**src/rtl/remote_comm.sv**
```systemverilog
// rtl/remote_comm.sv - UART remote controller: 16-bit command as two 8N1 bytes out, response bytes in
module remote_comm #(
    parameter int CLKS_PER_BIT = 2604
) (
    input  logic        clk,
    input  logic        rst_n,
    input  logic [15:0] cmd,
    input  logic        snd_cmd,
    output logic        cmd_snt,
    output logic        TX,
    input  logic        RX,
    output logic [7:0]  resp,
    output logic        resp_rdy
);

    localparam int CW = $clog2(CLKS_PER_BIT + 1);
    localparam int HALF = (CLKS_PER_BIT / 2 > 0) ? CLKS_PER_BIT / 2 : 1;
    localparam logic [CW-1:0] BIT_END  = CW'(CLKS_PER_BIT - 1);
    localparam logic [CW-1:0] HALF_END = CW'(HALF - 1);

    typedef enum logic [1:0] {C_IDLE, C_SEND_HI, C_SEND_LO} cmd_state_t;
    typedef enum logic [1:0] {R_IDLE, R_START, R_DATA} rx_state_t;

    cmd_state_t     cmd_state, cmd_nxt;
    logic [15:0]    cmd_lat;
    logic           accept, tx_load, tx_done;
    logic [7:0]     tx_byte;

    logic [9:0]     tx_shift;
    logic [3:0]     tx_bits;
    logic [CW-1:0]  tx_cnt;
    logic           tx_busy;

    rx_state_t      rx_state, rx_nxt;
    logic           rx_meta, rx_sync, rx_prev, rx_tick;
    logic [CW-1:0]  rx_cnt;
    logic [3:0]     rx_bits;
    logic [7:0]     rx_data;

    // Command sequencer: each byte is loaded the cycle after the engine goes idle.
    always_comb begin
        cmd_nxt = cmd_state;
        accept  = 1'b0;
        tx_load = 1'b0;
        tx_byte = cmd_lat[15:8];
        case (cmd_state)
            C_IDLE: begin
                if (snd_cmd) begin
                    accept  = 1'b1;
                    cmd_nxt = C_SEND_HI;
                end
            end
            C_SEND_HI: begin
                tx_load = !tx_busy;
                if (tx_done) cmd_nxt = C_SEND_LO;
            end
            C_SEND_LO: begin
                tx_load = !tx_busy;
                tx_byte = cmd_lat[7:0];
                if (tx_done) cmd_nxt = C_IDLE;
            end
            default: cmd_nxt = C_IDLE;
        endcase
    end

    always_ff @(posedge clk or posedge rst_n) begin
        if (rst_n) begin
            cmd_state <= C_IDLE;
            cmd_lat   <= 16'h0000;
            cmd_snt   <= 1'b0;
        end else begin
            cmd_state <= cmd_nxt;
            if (accept) begin
                cmd_lat <= cmd;
                cmd_snt <= 1'b0;
            end else if (cmd_state == C_SEND_LO && tx_done) begin
                cmd_snt <= 1'b1;
            end
        end
    end

    // The shift register back-fills with ones, so TX sits high whenever nothing is queued.
    assign tx_done = tx_busy && (tx_cnt == BIT_END) && (tx_bits == 4'd9);
    assign TX      = tx_shift[0];

    always_ff @(posedge clk or posedge rst_n) begin
        if (rst_n) begin
            tx_shift <= 10'h3FF;
            tx_bits  <= 4'd0;
            tx_cnt   <= '0;
            tx_busy  <= 1'b0;
        end else if (tx_load) begin
            tx_shift <= {1'b1, tx_byte, 1'b0};
            tx_bits  <= 4'd0;
            tx_cnt   <= '0;
            tx_busy  <= 1'b1;
        end else if (tx_busy) begin
            if (tx_cnt == BIT_END) begin
                tx_cnt   <= '0;
                tx_shift <= {1'b1, tx_shift[9:1]};
                if (tx_bits == 4'd9) tx_busy <= 1'b0;
                else                 tx_bits <= tx_bits + 4'd1;
            end else begin
                tx_cnt <= tx_cnt + 1'b1;
            end
        end
    end

    assign rx_tick = ((rx_state == R_START) && (rx_cnt == HALF_END)) ||
                     ((rx_state == R_DATA)  && (rx_cnt == BIT_END));

    always_comb begin
        rx_nxt = rx_state;
        case (rx_state)
            R_IDLE:  if (rx_prev && !rx_sync) rx_nxt = R_START;
            R_START: if (rx_tick) rx_nxt = rx_sync ? R_IDLE : R_DATA;
            R_DATA:  if (rx_tick && rx_bits == 4'd8) rx_nxt = R_IDLE;
            default: rx_nxt = R_IDLE;
        endcase
    end

    // Eight data samples shift in; the ninth (stop) sample only triggers delivery.
    always_ff @(posedge clk or posedge rst_n) begin
        if (rst_n) begin
            rx_meta  <= 1'b1;
            rx_sync  <= 1'b1;
            rx_prev  <= 1'b1;
            rx_state <= R_IDLE;
            rx_cnt   <= '0;
            rx_bits  <= 4'd0;
            rx_data  <= 8'h00;
            resp     <= 8'h00;
            resp_rdy <= 1'b0;
        end else begin
            rx_meta  <= RX;
            rx_sync  <= rx_meta;
            rx_prev  <= rx_sync;
            rx_state <= rx_nxt;
            resp_rdy <= 1'b0;
            if (rx_state == R_IDLE || rx_tick) rx_cnt <= '0;
            else                               rx_cnt <= rx_cnt + 1'b1;
            if (rx_state == R_START) rx_bits <= 4'd0;
            if (rx_state == R_DATA && rx_tick) begin
                if (rx_bits == 4'd8) begin
                    resp     <= rx_data;
                    resp_rdy <= 1'b1;
                end else begin
                    rx_data <= {rx_sync, rx_data[7:1]};
                    rx_bits <= rx_bits + 4'd1;
                end
            end
        end
    end

endmodule

```
**config.mk**
```make
export PLATFORM = sky130hd
export DESIGN_NAME = remote_comm
export DESIGN_NICKNAME = d
export VERILOG_FILES = /design/src/rtl/remote_comm.sv
export SDC_FILE = /design/constraint.sdc
export NUM_CORES = 1
export LEC_CHECK = 0
export ABC_CLOCK_PERIOD_IN_PS = 4900
export CORE_MARGIN = 2
export CORE_UTILIZATION = 60
export DETAILED_ROUTE_END_ITERATION = 10
export DONT_BUFFER_PORTS = 1
export PLACE_DENSITY_LB_ADDON = 0.08
export SLEW_MARGIN = 20
export SYNTH_ARGS = -nofsm -noshare
export SYNTH_HDL_FRONTEND = slang
export SYNTH_SLANG_ARGS = --single-unit
export TNS_END_PERCENT = 10
```
**constraint.sdc**
```tcl
create_clock -name clk -period 4.9 [get_ports clk]
set_input_delay 0.98 -clock clk [delete_from_list [all_inputs] [get_ports clk]]
set_output_delay 0.98 -clock clk [all_outputs]
set_load 0.05 [all_outputs]
```
==> flow_metrics.tcl <==
set metrics [dict create \
    gp_congestion 0.783 \
    layout.nets 378 \
    cp_max_fo 10 \
    cts_resized 0 \
    routed_via_density 5.80 \
    cts_hold_buf 0 \
    p_leak_nw 1.84 \
    cts_tree "built" \
    dpl.hpwl_um 4500 \
    async_flop_share 1.00 \
    io_buffers 0 \
    rsz0062_at_grt "false" \
    final_antenna_net_count 0 \
    syn_area_mm2 0.00394 \
    clock_path_buffers 2 \
    vias 2483 \
    hold_violations 0 \
    synth_area_per_cell_um2 11.5 \
    arrival_ps 2520 \
    cts.htree.levels 3 \
    yosysTopAreaCell "dfrtp_1" \
    yosysTopAreaCellShare 0.452 \
    die-area_mm2 0.00722 \
    yosys-top-cells-area "dfrtp_1 (45%), mux2_2 (9.7%), dfstp_2 (8.0%)" \
    grt_usage 0.203 \
    min_period_ps 2290 \
    maxSlewViolCount 0 \
    syn-num-nets 374 \
    drc 0 \
    cts.sinks 83 \
    post_cts_buffers 0 \
    min_path_cells 0 \
    peakVddDrop_mv 0.310 \
    fmax_mhz 436 \
    multi_input_area_mm2 0.00174 \
    cts-buffers-inserted 9 \
    first_iter_violations 155 \
    required_ps 5120 \
    yosys-top-cells-count "dfrtp_1 (71), mux2_2 (34), nor2_1 (31), nand2_1 (23), o21ai_0 (21)" \
    r2r_cells 5 \
    finalSetupTns_ps 0 \
    fill_cells 504 \
    avgRoutedWirePerCell_um 15.4 \
    drive_above_1_share 0.225 \
    relSlewSlack 0.370 \
    seq_area_mm2 0.00209 \
    clockRootBuffer "clkbuf_8" \
    clock_latency_ps 340 \
    areaGrowthSynthToFinish_pct 6.49 \
    yosys_warnings 0 \
    ys.flop_type "dfrtp_1" \
    grt_pass1_wl_um 11700 \
    initial_utilization 0.620 \
    io_pins 31 \
    start_kind "flip-flop" \
    setup_viol 0 \
    crit_type "flip-flop to flip-flop" \
    endpoint_kind "flip-flop" \
    antenna_found_initial 0 \
    max_cap_violations 0 \
    clk_pin_slew_ps 90 \
    ys_types 53 \
    grt_pass1_vias 2500 \
    pre_cts_ws_ps 2660 \
    gr-total-overflow 0 \
    rows 29 \
    power_density_mw_per_mm2 449 \
    synthMostInstantiatedCell "dfrtp_1" \
    outcome "finished, final reports clean" \
    die_w_um 85.0 \
    die_h_um 85.0 \
    yosysSeqAreaShare 0.532 \
    period_share 0.468 \
    fin_skew_ps 11.0 \
    synth.ff_latch_count 83 \
    synthCells 342 \
    core_mm2 0.00635 \
    synth_edf_count 0 \
    diodes 0 \
    first_pass_iters 4 \
    grt_max_degree 55 \
    fin_ws_ps 2610 \
    hold_ws_ps 372 \
    hold_path.class "flip-flop to flip-flop" \
    max_slew.worst_pin.slew_ps 945 \
    routed_wl_um 6580 \
]
==> cell type report <==
type	count	area share
timing repair buffer	1	0.00179
tap	77	0.0230
clock buffer	9	0.0296
multi-input combinational	236	0.414
inverter	15	0.0137
clock inverter	7	0.0185
sequential	83	0.499
==> power by group <==
part / leakage, nW / switching, W / internal, W / total [W]
clock: 0.0998 / 0.000251 / 0.000239 / 0.000490
combinational: 0.691 / 0.000194 / 0.000218 / 0.000412
sequential: 1.05 / 0.000119 / 0.000859 / 0.000978
==> cell families after synthesis <==
logic type               synth area share
buffers and inverters              0.0273
AO/OA/AOI/OAI                      0.0785
multiplexers                        0.118
XOR/XNOR                           0.0334
adder cells (fa/ha/maj)            0.0382
flip-flops                          0.532
AND/OR/NAND/NOR                     0.173
==> layer usage <==
metal | vias to the layer above | share of wire | GRT usage
met1 | 1230 | 0.50 | 0.294
met4 | 0 | 0.015 | 0.0779
met2 | 31 | 0.44 | 0.303
met3 | 8 | 0.038 | 0.0447
met5 | - | 0 | 0
li1 | 1214 | - | -
==> metrics by stage <==
step | area, µm² | total power [W] | utilization | instances
after global routing | 4190 | 0.00201 | 0.660 | 428
after floorplan | 3940 | 0.00131 | - | 342
after CTS | 4190 | 0.00190 | 0.660 | 428
after global placement | 3990 | 0.00139 | 0.628 | 412
final | 4190 | 0.00188 | 0.660 | 428
after detailed placement | 3990 | 0.00140 | 0.628 | 412
==> path summary, 6_finish.rpt <==
path	from	end	slack, ps
min reg2reg	rx_meta	rx_sync	370
min in group asynchronous	rst_n	rx_cnt[3]	670
min	rx_meta	rx_sync	370
max reg2reg	rx_cnt[0]	rx_data[1]	2610
max	rx_cnt[0]	rx_data[1]	2610
max in group asynchronous	rst_n	rx_sync	3280
==> state kept, by name, indices dropped and copies added, names as in the netlist, 4 cells and up <==
name      count
rx_data       8
tx_bits       4
tx_cnt       12
cmd_lat      16
rx_cnt       12
rx_bits       4
resp          8
tx_shift      9
==> cell usage in the layout, fill, tap and decap left out, types with 2 or more instances in the layout <==
master	netlist	routed
dfrtp_1	71	71
mux2_2	34	34
nor2_1	31	31
nand2_1	23	23
o21ai_0	21	21
inv_1	15	14
a21oi_1	14	14
ha_1	12	12
dfstp_2	12	12
nand3_1	10	10
clkbuf_8	0	9
xor2_1	8	8
nand4_1	8	8
mux2i_1	8	8
xnor2_1	7	7
or3_1	6	6
nor2b_1	5	5
a31oi_1	4	4
and3_1	3	3
nor3_1	3	3
nor4_1	3	3
clkinv_4	0	3
nand2b_1	2	2
and4bb_2	2	2
a22o_1	2	2
or2_2	2	2
a21o_1	2	2
or4_1	2	2
clkinv_2	0	2
a211oi_1	2	2
==> worst max-delay path, cell delays in order, from the launching register on <==
cell     delay [ps]
dfrtp_1         420
ha_1            220
and3_1          270
nand4_4         190
nor2b_1         650
mux2_2          410
(Power assumes the default switching activity.)
